**config.mk**
```make
export PLATFORM = sky130hd
export DESIGN_NAME = mobo_arbiter_flat
export DESIGN_NICKNAME = d
export VERILOG_FILES = /design/src/rtl/mobo_arbiter_if.sv /design/src/rtl/mobo_arbiter.sv /design/src/flat_wrapper.sv
export SDC_FILE = /design/constraint.sdc
export NUM_CORES = 1
export LEC_CHECK = 0
export BUFFER_PORTS_ARGS = -buffer_cell sky130_fd_sc_hd__buf_2
export CORE_AREA = 2 2 62 64
export DETAILED_ROUTE_END_ITERATION = 16
export DIE_AREA = 0 0 64 66
export MAX_ROUTING_LAYER = met4
export PLACE_DENSITY = 0.58
export SYNTH_ARGS = -nofsm -noshare
export SYNTH_HDL_FRONTEND = slang
export SYNTH_SLANG_ARGS = --single-unit
```
**constraint.sdc**
```tcl
create_clock -name clk -period 3.95 [get_ports clk]
set_clock_uncertainty 0.1 [all_clocks]
set_input_delay 0 -clock clk [delete_from_list [all_inputs] [get_ports clk]]
set_output_delay 0 -clock clk [all_outputs]
set_load 0.01 [all_outputs]
```
**src/rtl/mobo_arbiter_if.sv**
```systemverilog
// Bus bundle between two requesters, the arbiter and the motherboard port.
// Command/status encodings fall back to local values when no global constant
// header has defined them. MOBO_ARB_TIMEOUT_EN adds the arb_timeout signal.
`ifndef WORD_WIDTH
`define WORD_WIDTH 8
`endif
`ifndef CTRL_NONE
`define CTRL_NONE 0
`endif
`ifndef CTRL_READ
`define CTRL_READ 1
`endif
`ifndef CTRL_WRITE
`define CTRL_WRITE 2
`endif
`ifndef STAT_IDLE
`define STAT_IDLE 0
`endif
`ifndef STAT_DONE
`define STAT_DONE 1
`endif
`ifndef STAT_BUSY
`define STAT_BUSY 2
`endif

interface mobo_arbiter_if #(
   parameter int word_width = `WORD_WIDTH
);
   logic [word_width-1:0] req0_ctrl;
   logic [word_width-1:0] req0_stat;
   logic [word_width-1:0] req1_ctrl;
   logic [word_width-1:0] req1_stat;
   logic [word_width-1:0] mobo_ctrl;
   logic [word_width-1:0] mobo_stat;
   logic [1:0]            grant;
`ifdef MOBO_ARB_TIMEOUT_EN
   logic                  arb_timeout;
`endif

   // Arbiter side.
   modport slave (
      input  req0_ctrl, req1_ctrl, mobo_stat,
      output req0_stat, req1_stat, mobo_ctrl, grant
`ifdef MOBO_ARB_TIMEOUT_EN
      , output arb_timeout
`endif
   );

   // Requester / motherboard side.
   modport master (
      output req0_ctrl, req1_ctrl, mobo_stat,
      input  req0_stat, req1_stat, mobo_ctrl, grant
`ifdef MOBO_ARB_TIMEOUT_EN
      , input arb_timeout
`endif
   );
endinterface

```
**src/rtl/mobo_arbiter.sv**
```systemverilog
// Two-requester round-robin arbiter in front of a single motherboard port.
// FSM IDLE -> ISSUE -> RELEASE; the granted command is registered onto
// mobo_ctrl and the motherboard status is forwarded to the owner only.
// Optional watchdog on ISSUE: define MOBO_ARB_TIMEOUT_EN.
`ifndef WORD_WIDTH
`define WORD_WIDTH 8
`endif
`ifndef CTRL_NONE
`define CTRL_NONE 0
`endif
`ifndef CTRL_READ
`define CTRL_READ 1
`endif
`ifndef CTRL_WRITE
`define CTRL_WRITE 2
`endif
`ifndef STAT_IDLE
`define STAT_IDLE 0
`endif
`ifndef STAT_DONE
`define STAT_DONE 1
`endif
`ifndef STAT_BUSY
`define STAT_BUSY 2
`endif

module mobo_arbiter #(
   parameter int word_width     = `WORD_WIDTH,
   parameter int TIMEOUT_CYCLES = 256
) (
   input logic           clk,
   input logic           rst_n,
   mobo_arbiter_if.slave bus
);

   localparam logic [word_width-1:0] CTRL_NONE  = word_width'(`CTRL_NONE);
   localparam logic [word_width-1:0] CTRL_READ  = word_width'(`CTRL_READ);
   localparam logic [word_width-1:0] CTRL_WRITE = word_width'(`CTRL_WRITE);
   localparam logic [word_width-1:0] STAT_IDLE  = word_width'(`STAT_IDLE);
   localparam logic [word_width-1:0] STAT_DONE  = word_width'(`STAT_DONE);
   localparam logic [word_width-1:0] STAT_BUSY  = word_width'(`STAT_BUSY);

   typedef enum logic [1:0] {
      S_IDLE,
      S_ISSUE,
      S_RELEASE
   } state_e;

   // Only READ and WRITE are real commands; any other code counts as NONE.
   function automatic logic is_cmd(input logic [word_width-1:0] c);
      return (c == CTRL_READ) || (c == CTRL_WRITE);
   endfunction

   state_e                state_q, state_d;
   logic [word_width-1:0] cmd_q, cmd_d;      // registered mobo_ctrl
   logic [1:0]            grant_q, grant_d;  // one-hot owner
   logic                  prio_q, prio_d;    // 1: requester 1 wins a tie
   logic                  abort_q, abort_d;  // owner dropped its command in ISSUE
   logic [1:0]            req_v;
   logic [word_width-1:0] win_ctrl;
   logic [word_width-1:0] win_stat;
   logic                  timeout_hit;

`ifdef MOBO_ARB_TIMEOUT_EN
   localparam int CNT_W = $clog2(TIMEOUT_CYCLES + 1);

   logic [CNT_W-1:0] cnt_q, cnt_d;
   logic             timeout_q, timeout_d;

   // Watchdog: counts ISSUE cycles from zero, fires on the last allowed one.
   always_comb begin
      cnt_d       = '0;
      timeout_hit = 1'b0;
      if (state_q == S_ISSUE) begin
         cnt_d       = cnt_q + CNT_W'(1);
         timeout_hit = (cnt_q == CNT_W'(TIMEOUT_CYCLES - 1));
      end
      // A DONE arriving on the limit cycle is a normal completion, not a timeout.
      timeout_d = timeout_hit && (bus.mobo_stat != STAT_DONE);
   end

   // Watchdog registers.
   always_ff @(posedge clk) begin
      if (!rst_n) begin
         cnt_q     <= '0;
         timeout_q <= 1'b0;
      end else begin
         cnt_q     <= cnt_d;
         timeout_q <= timeout_d;
      end
   end

   assign bus.arb_timeout = timeout_q;
`else
   assign timeout_hit = 1'b0;

   // The watchdog limit has no effect in this build.
   if (TIMEOUT_CYCLES < 1) begin : g_timeout_unused
   end
`endif

   assign req_v    = {is_cmd(bus.req1_ctrl), is_cmd(bus.req0_ctrl)};
   assign win_ctrl = grant_q[1] ? bus.req1_ctrl : bus.req0_ctrl;

   // Next-state: arbitration in IDLE, completion/abort tracking in ISSUE,
   // handshake with the owner in RELEASE.
   always_comb begin
      // NOTE: every variable gets a default first so no path leaves it
      // unassigned; a missing default here would infer a latch.
      state_d = state_q;
      cmd_d   = cmd_q;
      grant_d = grant_q;
      prio_d  = prio_q;
      abort_d = abort_q;
      unique case (state_q)
         S_IDLE: begin
            if ((bus.mobo_stat == STAT_IDLE) && (req_v != 2'b00)) begin
               state_d = S_ISSUE;
               abort_d = 1'b0;
               if (req_v[1] && (!req_v[0] || prio_q)) begin
                  grant_d = 2'b10;
                  cmd_d   = bus.req1_ctrl;
               end else begin
                  grant_d = 2'b01;
                  cmd_d   = bus.req0_ctrl;
               end
            end
         end
         S_ISSUE: begin
            if (!is_cmd(win_ctrl)) abort_d = 1'b1;
            if ((bus.mobo_stat == STAT_DONE) || timeout_hit) begin
               state_d = S_RELEASE;
               cmd_d   = CTRL_NONE;
            end
         end
         S_RELEASE: begin
            if (!is_cmd(win_ctrl) && (bus.mobo_stat == STAT_IDLE)) begin
               state_d = S_IDLE;
               grant_d = 2'b00;
               prio_d  = ~grant_q[1];  // the other requester wins the next tie
            end
         end
         default: state_d = S_IDLE;
      endcase
   end

   // State registers with synchronous reset.
   always_ff @(posedge clk) begin
      // NOTE: non-blocking assignments keep every flop sampling pre-edge
      // values regardless of statement order.
      if (!rst_n) begin
         state_q <= S_IDLE;
         cmd_q   <= CTRL_NONE;
         grant_q <= 2'b00;
         prio_q  <= 1'b0;
         abort_q <= 1'b0;
      end else begin
         state_q <= state_d;
         cmd_q   <= cmd_d;
         grant_q <= grant_d;
         prio_q  <= prio_d;
         abort_q <= abort_d;
      end
   end

   // Status views: owner sees the motherboard (DONE withheld until RELEASE),
   // the other requester sees BUSY, everybody sees IDLE when no one owns it.
   always_comb begin
      win_stat      = STAT_IDLE;
      bus.req0_stat = STAT_IDLE;
      bus.req1_stat = STAT_IDLE;
      if (state_q == S_ISSUE) begin
         win_stat = (bus.mobo_stat == STAT_DONE) ? STAT_BUSY : bus.mobo_stat;
      end else if (state_q == S_RELEASE) begin
         win_stat = abort_q ? STAT_BUSY : STAT_DONE;
      end
      if (state_q != S_IDLE) begin
         if (grant_q[1]) begin
            bus.req1_stat = win_stat;
            bus.req0_stat = STAT_BUSY;
         end else begin
            bus.req0_stat = win_stat;
            bus.req1_stat = STAT_BUSY;
         end
      end
   end

   assign bus.mobo_ctrl = cmd_q;
   assign bus.grant     = grant_q;

endmodule

```
**src/flat_wrapper.sv**
```systemverilog
// flat-port wrapper written by rule: the top's interface ports become plain ports
module mobo_arbiter_flat 
#(
   parameter int word_width     = `WORD_WIDTH,
   parameter int TIMEOUT_CYCLES = 256
)
  (clk, rst_n, bus_req0_ctrl, bus_req1_ctrl, bus_mobo_stat, bus_req0_stat, bus_req1_stat, bus_mobo_ctrl, bus_grant);
  mobo_arbiter_if #(.word_width(word_width)) bus_i ();
  input logic clk;
  input logic rst_n;
  input wire logic [$bits(bus_i.req0_ctrl)-1:0] bus_req0_ctrl;
  input wire logic [$bits(bus_i.req1_ctrl)-1:0] bus_req1_ctrl;
  input wire logic [$bits(bus_i.mobo_stat)-1:0] bus_mobo_stat;
  output wire logic [$bits(bus_i.req0_stat)-1:0] bus_req0_stat;
  output wire logic [$bits(bus_i.req1_stat)-1:0] bus_req1_stat;
  output wire logic [$bits(bus_i.mobo_ctrl)-1:0] bus_mobo_ctrl;
  output wire logic [$bits(bus_i.grant)-1:0] bus_grant;
  assign bus_i.req0_ctrl = bus_req0_ctrl;
  assign bus_i.req1_ctrl = bus_req1_ctrl;
  assign bus_i.mobo_stat = bus_mobo_stat;
  assign bus_req0_stat = bus_i.req0_stat;
  assign bus_req1_stat = bus_i.req1_stat;
  assign bus_mobo_ctrl = bus_i.mobo_ctrl;
  assign bus_grant = bus_i.grant;
  mobo_arbiter #(.word_width(word_width), .TIMEOUT_CYCLES(TIMEOUT_CYCLES)) u_core (.clk(clk), .rst_n(rst_n), .bus(bus_i));
endmodule
```
-- Word-level counts from Yosys, hierarchy flattened
Cells that the tools add are included.
- word-level logic and storage cells: 62
- input bits: 26
- output and inout bits: 26
- register bits: 14
- reductions and logical operators: 20
- multiplexer cells: 23
- bitwise operators: 1
- equal/unequal tests: 13
- operators with widths (cell ; number):
    8-bit two-way mux ; 11
    8-bit by 1-bit == test with 1-bit output (second input constant) ; 4
    8-bit by 2-bit == test with 1-bit output (second input constant) ; 3
    8-bit one-hot mux with 2 select lines ; 1
    2-bit two-way mux ; 6
    3-bit AND reduction ; 4
    8-bit zero test ; 1
    2-bit nonzero test ; 4
    2-bit by 1-bit != test with 1-bit output (second input constant) ; 3
    2-bit one-hot mux with 3 select lines ; 1
    1-bit logical OR ; 4
    2-bit one-hot mux with 2 select lines ; 1
    1-bit logical AND ; 3
    2-bit by 1-bit == test with 1-bit output (second input constant) ; 1
    2-bit == test (second input constant) ; 1
    1-bit zero test ; 2
    2-bit zero test ; 1
    1-bit two-way mux ; 2
    2-bit != test (second input constant) ; 1
    1-bit one-hot mux with 2 select lines ; 1
    2-bit AND reduction ; 1
    1-bit NOT ; 1

-- Logic depth before layout (Yosys ltp)
Gate-level depths: netlist (run 1).
- depth after elaboration: 8
- mapped depth: 6
- depth with buffers taken out: 5

-- Least setup slack after synthesis (run 1)
No wires, ideal clock.
- path kind: input port to flip-flop
- start point: in bus_req1_ctrl[2]
- end point: reg u_core.grant_q[1] (netlist: u_core.bus.grant[1])
- arrival: 1.476 ns
- path slack: 2.258 ns
- path buffers: 0
- stages: 5
- required time: 3.734 ns
- setup time: 0.116 ns
- cell sequence: or4_4 nor4_4 o211a_4 a31oi_2 a31o_1
- cells in the longest elaborated chain, start to end: 7
- elaborated cells on any way between the ends: 18
- classes of those cells: eq/ne (6); mux (4); reduce/logical (8)
- ends and longest elaborated chain (what ; line ; source):
    from (decl) ; flat_wrapper.sv:12 ; input wire logic [$bits(bus_i.req1_ctrl)-1:0] bus_req1_ctrl;
    8-bit two-way mux ; mobo_arbiter.sv:103 ; assign win_ctrl = grant_q[1] ? bus.req1_ctrl : bus.req0_ctrl;
    8-bit by 1-bit == test with 1-bit output or 8-bit by 2-bit == test with 1-bit output (tied branches) ; mobo_arbiter.sv:51 ; return (c == CTRL_READ) || (c == CTRL_WRITE);
    1-bit logical OR ; mobo_arbiter.sv:51 ;
    1-bit zero test ; n/a ;
    1-bit logical AND ; mobo_arbiter.sv:137 ; if (!is_cmd(win_ctrl) && (bus.mobo_stat == STAT_IDLE)) begin
    2-bit by 1-bit != test with 1-bit output (no line) ; n/a ;
    3-bit AND reduction (no line) ; n/a ;
    to (signal assigned) ; mobo_arbiter.sv:160 ; grant_q <= grant_d;
    to (decl) ; mobo_arbiter.sv:56 ; logic [1:0] grant_q, grant_d;
Parallel ways exist; a longest one is shown, timed or not. The select of a mux whose other input is x is not followed.
A chain may end at the register's enable or synchronous reset.

-- Worst setup path after layout (run 1)
- start point: reg u_core.state_q[0]
- end point: out bus_req1_stat[0]
- cells in the longest elaborated chain, start to end: 5
- elaborated cells on any way between the ends: 7
- classes of those cells: eq/ne (2); mux (4); reduce/logical (1)
- ends and longest elaborated chain (what ; line ; source):
    from (decl) ; mobo_arbiter.sv:54 ; state_e state_q, state_d;
    from (signal assigned) ; mobo_arbiter.sv:158 ; state_q <= state_d;
    2-bit == test ; mobo_arbiter.sv:174 ; end else if (state_q == S_RELEASE) begin
    8-bit two-way mux ; mobo_arbiter.sv:174 ;
    8-bit two-way mux ; mobo_arbiter.sv:172 ; if (state_q == S_ISSUE) begin
    8-bit two-way mux ; mobo_arbiter.sv:178 ; if (grant_q[1]) begin
    8-bit two-way mux * ; mobo_arbiter.sv:177 ; if (state_q != S_IDLE) begin
    to (decl) ; flat_wrapper.sv:15 ; output wire logic [$bits(bus_i.req1_stat)-1:0] bus_req1_stat;
Every way passes the cells marked *; elsewhere a longest branch is shown, timed or not.

==> results of run 1 <==
[worst max path at each step]
stage                                                end  depth (start not counted)                            from
floorplan               u_core.bus.grant[1]$_SDFFE_PN0P_                          5                bus_req1_ctrl[2]
global placement    u_core.bus.mobo_ctrl[4]$_SDFFE_PN0P_                          6                bus_mobo_stat[5]
detailed placement  u_core.bus.mobo_ctrl[3]$_SDFFE_PN0P_                          6                bus_mobo_stat[5]
CTS                 u_core.bus.mobo_ctrl[3]$_SDFFE_PN0P_                          7                bus_req0_ctrl[1]
global route                            bus_req0_stat[0]                          5  u_core.state_q[0]$_SDFFE_PN0P_
finish                                  bus_req1_stat[0]                          5  u_core.state_q[0]$_SDFFE_PN0P_
[Yosys cell counts, drive strengths merged (3+ instances only)]
library cell | count | area [um^2]
o2bb2ai | 4 | 35.0
nand3 | 3 | 15.0
a21oi | 3 | 15.0
or4 | 4 | 33.8
nor2b | 3 | 18.8
inv | 3 | 11.3
and2 | 6 | 37.5
dfxtp | 14 | 280
nor2 | 5 | 18.8
o21ai | 5 | 25.0
o211ai | 3 | 22.5
nand2 | 3 | 11.3
and3 | 13 | 81.3
nand2b | 4 | 25.0
clkbuf | 3 | 11.3
nor4 | 3 | 48.8
[worst max-delay path: stages, from the launching register on]
cell and delay, ns:
dfxtp_1 0.42, nor2b_1 0.68, nand2_1 0.11, o22a_1 0.24
nor2_1 0.10, buf_2 0.14
[cell families after synthesis]
| kind of cell | after synthesis | synth area share [%] |
|---|---|---|
| flops | 14 | 32.5 |
| mux | 1 | 1.60 |
| buf+inv | 7 | 3.05 |
| compound gates | 26 | 23.5 |
| simple gates | 48 | 37.3 |
| xor+xnor | 2 | 2.03 |
[through the flow]
stage,utilization [%],area [um^2],hold WS (ns),std cells,power (W)
3_3_place_gp,32.7,1160,0.211,193,0.000173
6_report,34.6,1230,0.0242,200,0.000276
2_1_floorplan,-,862,0.0749,98,0.000155
5_1_grt,34.6,1230,0.0457,200,0.000290
3_5_place_dp,32.7,1160,0.223,193,0.000174
4_1_cts,34.6,1230,0.0119,200,0.000280
[cell type report]
| type | instances | area [um^2] | area share, % |
|---|---|---|---|
| multi-input cells | 77 | 556 | 45.2 |
| repair buffers | 54 | 285 | 23.2 |
| flip-flops and latches | 14 | 280 | 22.8 |
| clock buffers | 4 | 36.3 | 2.95 |
| inverters | 3 | 11.3 | 0.916 |
| well taps | 48 | 60.1 | 4.89 |
[timing repair]
item,in CTS,in global routing
gates resized for setup,0,0
endpoints found under the hold margin,8,0
hold buffers,3,0
[routing by layer]
layer | up-vias | GRT usage (%) | routed length, um
met2 | 42 | 22.0 | 1160
met4 | 0 | 2.45 | 27
met1 | 450 | 10.9 | 971
met5 | - | - | 0
li1 | 478 | - | -
met3 | 4 | 3.24 | 167
[flip-flops by register name, summed over array words and instances, names as in the netlist]
name	cells
u_core.bus.grant	2
u_core.bus.mobo_ctrl	8
u_core.abort_q	1
u_core.state_q	2
u_core.prio_q	1
[power groups by stage]
| stage | clock network (W) | logic [W] | registers, W |
|---|---|---|---|
| global placement | 0 | 0.0000282 | 0.000144 |
| global route | 0.000115 | 0.0000346 | 0.000141 |
| detailed placement | 0 | 0.0000292 | 0.000144 |
| floorplan | 0 | 0.0000104 | 0.000144 |
| finish | 0.000104 | 0.0000315 | 0.000141 |
| CTS | 0.000107 | 0.0000316 | 0.000141 |
==> metrics.csv, run 1 <==
stage;metric;value;unit
yosys;ys_warn_count;0;
yosys;async_flop_share;0;%
run_status;outcome;complete, no violations;
global_route;grt_util_all_layers;11.2;%
yosys;synth_area_per_cell;8.80;um^2
drt;drt-vias-per-instance;4.87;
sta;hold_viol;0;
drt;drt_first_iter_violations;21;
sta;worst_slew_pin_slew;0.799;ns
critical_path;cp-start-kind;register;
placement;gp_congestion;0.774;
layout;num-fill-cells;369;
yosys;synthCells;98;
clocking;tritoncts;yes;
floorplan;initial_core_util;24.3;%
sta;fin_setup_tns;0;ns
placement;port_buffers;51;
global_route;overflow;0;
clocking;cts_root_buf;clkbuf_4;
sta;timing.fmax;484;MHz
sta;fin_crit;2.07;ns
yosys;netlist_area;862;um^2
hold_path;holdPathEnd;u_core.bus.mobo_ctrl[0]$_SDFFE_PN0P_;
power;powerDensity;225;mW/mm^2
clocking;post_cts_buffers;0;
clocking;cts.sinks;14;
critical_path;critical_path.max_fanout;16;
sta;worst_slack;1.88;ns
critical_path;arrival;1.97;ns
sta;relSlewSlack;46.6;%
layout;final_cell_mix;buf_2, dfxtp_1, and3_1;
floorplan;core;0.00355;mm^2
hold_path;hp-class;in -> reg;
power;ir_drop;190;uV
critical_path;r2r-start;u_core.state_q[0]$_SDFFE_PN0P_;
sta;period_share;52.3;%
hold_path;worstHoldStart;bus_req0_ctrl[0];
placement;pre_cts_ws;1.89;ns
floorplan;die_w;64;um
critical_path;cp_data_required_time;3.85;ns
sta;report.final.slew_viol_count;0;
hold_path;hold_depth;3;
drt;vias;974;
layout;drive_gt1_share;42.1;%
drt;finalWirelength;2330;um
layout;diodes;0;
floorplan;dieArea;0.00422;mm^2
power;switchingPower;0.0000637;W
clocking;clk_pin_slew;0.09;ns
yosys;synth_edf_count;0;
drt;wire_per_inst;11.6;um
job;cap_violations;0;
critical_path;crit_path_end_kind;primary output;
power;p_seq_share;51.1;%
floorplan;core.rowCount;22;
drt;first_pass_iters;6;
critical_path;timing.reg2reg.setup_slack;1.91;ns
power;pwr-share-comb;11.4;%
placement;hpwl;1820;um
sta;rsz0062_at_grt;no;
layout;layout.nets;179;
critical_path;worstSetupPathType;reg -> out;
clocking;cts_buffer_depth;2;
layout;area_growth;42.5;%
global_route;grt_antenna_before_repair;0;
power;power.internal;0.000212;W
global_route;grt_first_pass_wirelength;3690;um
yosys;synth_nets;124;
critical_path;reg2regPathDepth;4;
yosys;ys.flop_type;dfxtp_1;
clocking;numCtsBuffers;3;
floorplan;ios;52;
critical_path;worstReg2RegEnd;u_core.bus.mobo_ctrl[3]$_SDFFE_PN0P_;
clocking;cts.htree.levels;1;
clocking;clk_latency;0.28;ns
yosys;ys_types;35;
yosys;synth-seq-area-share;32.5;%
global_route;grt_pass1_vias;902;
power;leakage;0.614;nW
yosys;ys_ff_latch;14;
power;p_clk_share;37.5;%
global_route;grt_max_degree;17;
layout;mostFrequentLayoutCell;buf_2;
sta;setup_viol;0;
power;switching_share;23.1;%
floorplan;die_h;66;um
drt;drcViolationCount;0;
drt;ant_nets;0;
Power figures use the tool's default switching activity.
==> inputs of run 2 (changes only) <==
--- a/config.mk
+++ b/config.mk
@@ -5,12 +5,13 @@
 export SDC_FILE = /design/constraint.sdc
 export NUM_CORES = 1
 export LEC_CHECK = 0
+export ABC_AREA = 1
 export BUFFER_PORTS_ARGS = -buffer_cell sky130_fd_sc_hd__buf_2
-export CORE_AREA = 2 2 62 64
+export CORE_AREA = 2 2 65 67
 export DETAILED_ROUTE_END_ITERATION = 16
-export DIE_AREA = 0 0 64 66
+export DIE_AREA = 0 0 67 69
 export MAX_ROUTING_LAYER = met4
-export PLACE_DENSITY = 0.58
+export PLACE_DENSITY = 0.59
 export SYNTH_ARGS = -nofsm -noshare
 export SYNTH_HDL_FRONTEND = slang
 export SYNTH_SLANG_ARGS = --single-unit
==> constraint.sdc (replaced) <==
create_clock -name clk -period 1.7 [get_ports clk]
set_clock_uncertainty 0.1 [all_clocks]
set_input_delay 0 -clock clk [delete_from_list [all_inputs] [get_ports clk]]
set_output_delay 0 -clock clk [all_outputs]
set_load 0.01 [all_outputs]
==> metrics.csv, run 2 <==
stage;metric;value;unit;change
clocking;clk_latency;0.24;ns;-0.04 ns
yosys;yosysMostFrequentCell;nand2_1;;
layout;diodes;0;;unchanged
yosys;async_flop_share;0;%;unchanged
sta;holdWs;0.0335;ns;+0.00926 ns
critical_path;cp_num_cells;7;;+2
critical_path;worstSetupPathType;reg -> out;;
power;leakage;0.662;nW;+7.8%
layout;drive_gt1_share;47.0;%;+4.9 points
drt;wire_per_inst;9.49;um;-18%
floorplan;core.rowCount;23;;+4.5%
critical_path;worstReg2RegEnd;u_core.bus.mobo_ctrl[4]$_SDFFE_PN0P_;;
yosys;ys_types;25;;-29%
critical_path;crit_path_end_kind;primary output;;
clocking;cts_buffer_depth;2;;unchanged
drt;finalWirelength;2230;um;-4.2%
placement;hpwl;1850;um;+1.5%
critical_path;crit_start;u_core.state_q[1]$_SDFFE_PN0P_;;
critical_path;cpPeakStageDelay;0.37;ns;-0.31 ns
yosys;yosys.area.top_type;dfxtp_1;;
global_route;met2_usage;17.9;%;-4.1 points
sta;relSlewSlack;65.8;%;+19 points
layout;num-fill-cells;452;;+22%
layout;area_growth;39.5;%;
yosys;netlist_top_cells_count;nand2_1, inv_1, dfxtp_1, nor3_1, nor2_1;;
yosys;synth_edf_count;0;;unchanged
power;ir_drop;199;uV;+4.8%
floorplan;die_w;67;um;+4.7%
drt;drt_first_iter_violations;13;;-38%
yosys;netlist_area;956;um^2;+11%
clocking;hold_buffers;0;;-3
sta;report.final.slew_viol_count;0;;unchanged
floorplan;dieArea;0.00462;mm^2;+9.4%
critical_path;critical_path.max_fanout;5;;-11
critical_path;cp_common_cell;inv_1;;
clocking;tritoncts;yes;;
layout;largest_reg_flops;8;;unchanged
drt;first_pass_iters;4;;-2
sta;fin_setup_tns;0;ns;unchanged
yosys;synth.area.top_cells;dfxtp_1, nor3b_2, nand2_1;;
sta;period_share;91.2;%;
sta;timing.fmax;645;MHz;
layout;final_cell_mix;buf_2, nand2_1, inv_1;;
drt;drcViolationCount;0;;unchanged
drt;ant_nets;0;;unchanged
yosys;synth_nets;157;;+27%
clocking;cts.sinks;14;;unchanged
sta;fin_crit;1.55;ns;
critical_path;cpLargestDelayFamily;flip-flops;;
global_route;grt_max_degree;15;;-2
critical_path;arrival;1.45;ns;-0.52 ns
job;cap_violations;0;;unchanged
power;powerDensity;539;mW/mm^2;+140%
critical_path;worstPathCellList;inv_1, nor2_2, inv_1, o22ai_1, a21oi_1, o21ai_0, buf_2;;
clocking;cts_root_buf;clkbuf_8;;
global_route;grt_pass1_vias;913;;+1.2%
global_route;grt_first_pass_wirelength;3750;um;+1.7%
global_route;grt_antenna_before_repair;0;;unchanged
global_route;use_met3;0.489;%;-2.7 points
yosys;synth-seq-area-share;29.3;%;-3.2 points
floorplan;ios;52;;unchanged
drt;vias;995;;+2.2%
clocking;cts.htree.levels;1;;unchanged
yosys;ys.flop_type;dfxtp_1;;
floorplan;die_h;69;um;+4.5%
yosys;synthCells;131;;+34%
floorplan;initial_core_util;24.4;%;+0.15 points
yosys;synth_area_per_cell;7.30;um^2;-17%
layout;layout.cells.non_filler;235;;+18%
drt;drt-vias-per-instance;4.23;;-13%
yosys;ys_ff_latch;14;;unchanged
sta;setup_viol;0;;unchanged
clocking;clk_pin_slew;0.06;ns;-0.03 ns
yosys;ys_warn_count;0;;unchanged
layout;mostFrequentLayoutCell;buf_2;;
sta;hold_viol;0;;unchanged
critical_path;reg2regPathDepth;5;;+1
run_status;outcome;complete, no violations;;
floorplan;core;0.00391;mm^2;+10%
clocking;cts_resized;0;;unchanged
global_route;gr-max-usage-layer;met2;;
critical_path;slowest_stage;dfxtp_1;;
critical_path;cp-start-kind;register;;
placement;port_buffers;51;;unchanged
global_route;grt_util_all_layers;10.2;%;-1.0 points
sta;worst_slew_pin_slew;0.513;ns;-0.286 ns
placement;gp_congestion;0.726;;-6.2%
global_route;grt_util_met1;12.1;%;+1.3 points
clocking;post_cts_buffers;0;;unchanged
global_route;overflow;0;;unchanged
critical_path;cp.buffers_inverters;3;;+2
yosys;synth_top_area_share;29.3;%;-3.2 points
clocking;numCtsBuffers;3;;unchanged
critical_path;cp-endpoint;bus_req1_stat[1];;
layout;layout.nets;212;;+18%
critical_path;timing.reg2reg.setup_slack;0.43;ns;-1.48 ns
layout;regArea;280;um^2;unchanged
placement;dp_cells;231;;+20%
critical_path;r2r-start;u_core.state_q[0]$_SDFFE_PN0P_;;
layout;multi_input_area;576;um^2;+3.6%
hold_path;hp-class;in -> reg;;
critical_path;cp_data_required_time;1.60;ns;-2.25 ns
[run 2: cell types whose count changed in the layout (fill, tap and decap cells not counted), sizes merged, moves of 5 or more]
cell	change
nand3	+9
nor3	+11
nor2	+12
and2	-6
a21oi	+7
nand2	+20
and3	-13
inv	+19
nor3b	+5
[run 2: layout make-up]
type | instances | area share, %
multi-input cells | 91 | 43.2
flip-flops and latches | 14 | 21.0
repair buffers | 54 | 20.8
inverters | 22 | 6.19
well taps | 50 | 4.69
clock buffers | 4 | 4.13
[run 2: power breakdown]
part	internal [W]	total (W)	switching (W)	leakage (nW)
clock network	0.000205	0.000315	0.000110	0.0288
registers	0.000328	0.000328	0.00000000743	0.113
logic	0.0000324	0.0000761	0.0000437	0.520
total	0.000565	0.000719	0.000154	0.662
[run 2: how the worst min path moves through the flow]
stage	from	end	slack (ns)	cells past startpoint
2_1_floorplan	bus_mobo_stat[6]	bus_req0_stat[6]	0.01	2
3_3_place_gp	bus_mobo_stat[6]	bus_req1_stat[6]	0.24	4
3_5_place_dp	bus_mobo_stat[6]	bus_req1_stat[6]	0.24	4
4_1_cts	bus_req1_ctrl[1]	u_core.bus.mobo_ctrl[0]$_SDFFE_PN0P_	0.04	4
5_1_grt	bus_req1_ctrl[1]	u_core.bus.mobo_ctrl[0]$_SDFFE_PN0P_	0.06	4
6_report	bus_req1_ctrl[1]	u_core.bus.mobo_ctrl[0]$_SDFFE_PN0P_	0.03	4
[run 2: kinds of logic after synthesis]
kind of cell | share of synthesized area, %
AOI/OAI and AO/OA | 8.25
buffers and inverters | 11.0
DFF | 29.3
and+or+nand+nor | 51.4
[run 2: stage by stage]
stage / area [um^2] / total power [W] / utilization, % / worst slack [ns]
after floorplan: 956 / 0.000376 / - / 0.397
after global placement: 1270 / 0.000411 / 32.5 / 0.416
after detailed placement: 1270 / 0.000412 / 32.5 / 0.345
after CTS: 1330 / 0.000730 / 34.0 / 0.0749
after global routing: 1330 / 0.000757 / 34.1 / -0.0148
final: 1330 / 0.000719 / 34.1 / 0.149
[run 2: metal layers]
metal | vias up | wire length [um]
met1 | 433 | 973
met4 | 0 | 19
met2 | 22 | 1150
li1 | 538 | -
met3 | 2 | 84
met5 | - | 0
[run 2: tightest hold or removal path, stage by stage]
cell	delay [ns]
buf_2	0.10
nand3_1	0.07
nand3_1	0.09
a21oi_1	0.06
==> inputs of run 3 (changes only) <==
--- a/config.mk
+++ b/config.mk
@@ -6,12 +6,13 @@
 export NUM_CORES = 1
 export LEC_CHECK = 0
 export ABC_AREA = 1
-export BUFFER_PORTS_ARGS = -buffer_cell sky130_fd_sc_hd__buf_2
 export CORE_AREA = 2 2 65 67
 export DETAILED_ROUTE_END_ITERATION = 16
 export DIE_AREA = 0 0 67 69
+export DONT_BUFFER_PORTS = 1
 export MAX_ROUTING_LAYER = met4
-export PLACE_DENSITY = 0.59
+export PLACE_DENSITY = 0.47
+export RECOVER_POWER = 25
 export SYNTH_ARGS = -nofsm -noshare
 export SYNTH_HDL_FRONTEND = slang
 export SYNTH_SLANG_ARGS = --single-unit
==> metrics.csv, run 3 (synthesis results as in run 2) <==
stage;metric;value;unit;change
floorplan;die_w;67;um;unchanged
drt;ant_nets;0;;unchanged
clocking;clk_pin_slew;0.06;ns;about the same
power;powerDensity;587;mW/mm^2;+8.9%
global_route;grt_util_all_layers;9.89;%;-0.31 points
sta;rsz0062_at_grt;yes;;
floorplan;die_h;69;um;unchanged
global_route;grt_antenna_before_repair;0;;unchanged
power;ir_drop;178;uV;-11%
layout;final_cell_mix;nand2_1, inv_1, dfxtp_1;;
sta;report.final.slew_viol_count;0;;unchanged
layout;mostFrequentLayoutCell;nand2_1;;
sta;setup_viol;0;;unchanged
drt;wire_per_inst;11.6;um;+22%
critical_path;crit_path_end_kind;register;;
global_route;grt_max_degree;15;;unchanged
clocking;cts.sinks;14;;unchanged
layout;drive_gt1_share;24.8;%;-22 points
layout;area_growth;15.6;%;
sta;relSlewSlack;64.4;%;-1.4 points
run_status;outcome;complete, no violations;;
drt;finalWirelength;2160;um;-3.0%
hold_path;hp-class;in -> reg;;
layout;final_core_util;28.2;%;-5.9 points
sta;hold_viol;0;;unchanged
critical_path;cp_data_required_time;1.77;ns;+0.17 ns
sta;fin_crit;1.60;ns;+0.0479 ns
critical_path;worstSetupPathType;in -> reg;;
layout;num-fill-cells;454;;+0.44%
layout;multi_input_area;573;um^2;-0.43%
critical_path;cp-start-kind;primary input;;
placement;placement.cell_area;0.00101;mm^2;-21%
placement;port_buffers;0;;-100%
layout;layout.cells.non_filler;187;;-20%
clocking;cts.htree.levels;1;;unchanged
critical_path;arrival;1.67;ns;+0.22 ns
floorplan;core;0.00391;mm^2;unchanged
drt;vias;852;;-14%
layout;fin_area;0.00110;mm^2;-17%
sta;worst_slew_pin_slew;0.533;ns;+0.0203 ns
floorplan;initial_core_util;24.4;%;unchanged
power;leakage;0.431;nW;-35%
drt;drt-vias-per-instance;4.56;;+7.6%
sta;timing.fmax;625;MHz;-3.0%
layout;regArea;280;um^2;unchanged
global_route;grt_first_pass_wirelength;3530;um;-6.1%
drt;first_pass_iters;4;;unchanged
drt;drt_first_iter_violations;18;;+5
layout;diodes;0;;unchanged
job;cap_violations;0;;unchanged
placement;gp_congestion;0.783;;+7.8%
layout;layout.nets;165;;-22%
global_route;overflow;0;;unchanged
drt;drcViolationCount;0;;unchanged
sta;fin_setup_tns;0;ns;unchanged
clocking;clk_latency;0.24;ns;about the same
floorplan;core.rowCount;23;;unchanged
critical_path;critical_path.max_fanout;5;;unchanged
placement;hpwl;1770;um;-4.6%
clocking;cts_buffer_depth;2;;unchanged
clocking;tritoncts;yes;;
global_route;grt_pass1_vias;821;;-10%
clocking;numCtsBuffers;3;;unchanged
placement;dp_cells;179;;-23%
clocking;cts_root_buf;clkbuf_8;;
sta;period_share;94.0;%;+2.8 points
layout;largest_reg_flops;8;;unchanged
floorplan;ios;52;;unchanged
floorplan;dieArea;0.00462;mm^2;unchanged
==> run 3: cell types whose count changed in the layout (fill, tap and decap cells not counted) <==
cell and change:
buf_2 -51, dlygate4sd3_1 +5, buf_4 -1, clkbuf_8 -1, inv_1 -1, inv_2 +1, nor2_1 +1, nor2_2 -1
==> run 3: worst max-delay path, stage by stage <==
cell           delay (ns)
dlygate4sd3_1        0.55
inv_1                0.07
nand2_2              0.08
nand3_4              0.09
nor2_8               0.13
dlygate4sd3_1        0.55
nand3_1              0.07
a21oi_1              0.13
==> run 3: layout make-up <==
type	instances	area share [%]
inverter	22	7.47
multi-input combinational	91	51.9
tap	50	5.66
timing repair buffer	7	5.89
clock buffer	3	3.74
sequential	14	25.4
==> run 3: worst paths after layout <==
check                            startpoint                                    to  slack [ns]  depth (start not counted)
max                        bus_req1_ctrl[1]      u_core.bus.grant[1]$_SDFFE_PN0P_        0.10                          8
min                        bus_mobo_stat[1]        u_core.state_q[0]$_SDFFE_PN0P_        0.01                          4
max reg2reg  u_core.state_q[0]$_SDFFE_PN0P_  u_core.bus.mobo_ctrl[4]$_SDFFE_PN0P_        0.40                          5
min reg2reg     u_core.abort_q$_SDFFE_PN0P_           u_core.abort_q$_SDFFE_PN0P_        0.37                          2
==> run 3: what timing repair did <==
action | in CTS | in global routing
buffers inserted | 0 | 0
resized for setup | 1 | 1
pin swaps | 0 | 0
setup endpoints to repair | 2 | 4
endpoints found under the hold margin | 3 | 0
hold buffers | 5 | 0
==> run 3: stage by stage <==
step                      total power, W  worst slack [ns]  hold WS (ns)
after floorplan                 0.000376             0.397        0.0140
after global placement          0.000381             0.328        0.0251
after detailed placement        0.000382             0.252        0.0271
after CTS                       0.000654            0.0364        0.0147
after global routing            0.000679           -0.0195        0.0396
final                           0.000649             0.101        0.0143
==> run 3: where the power goes <==
part	internal, W	switching, W
Clock	0.000156	0.000110
Sequential	0.000328	0.0000000114
Combinational	0.0000193	0.0000351
Total	0.000504	0.000145
==> run 3: metal layers <==
metal / global-route usage [%] / share of wire [%] / vias to the layer above
li1: - / - / 443
met1: 10.8 / 41 / 381
met2: 15.8 / 50 / 26
met3: 2.94 / 7.5 / 2
met4: 5.22 / 0.79 / 0
met5: - / 0 / -
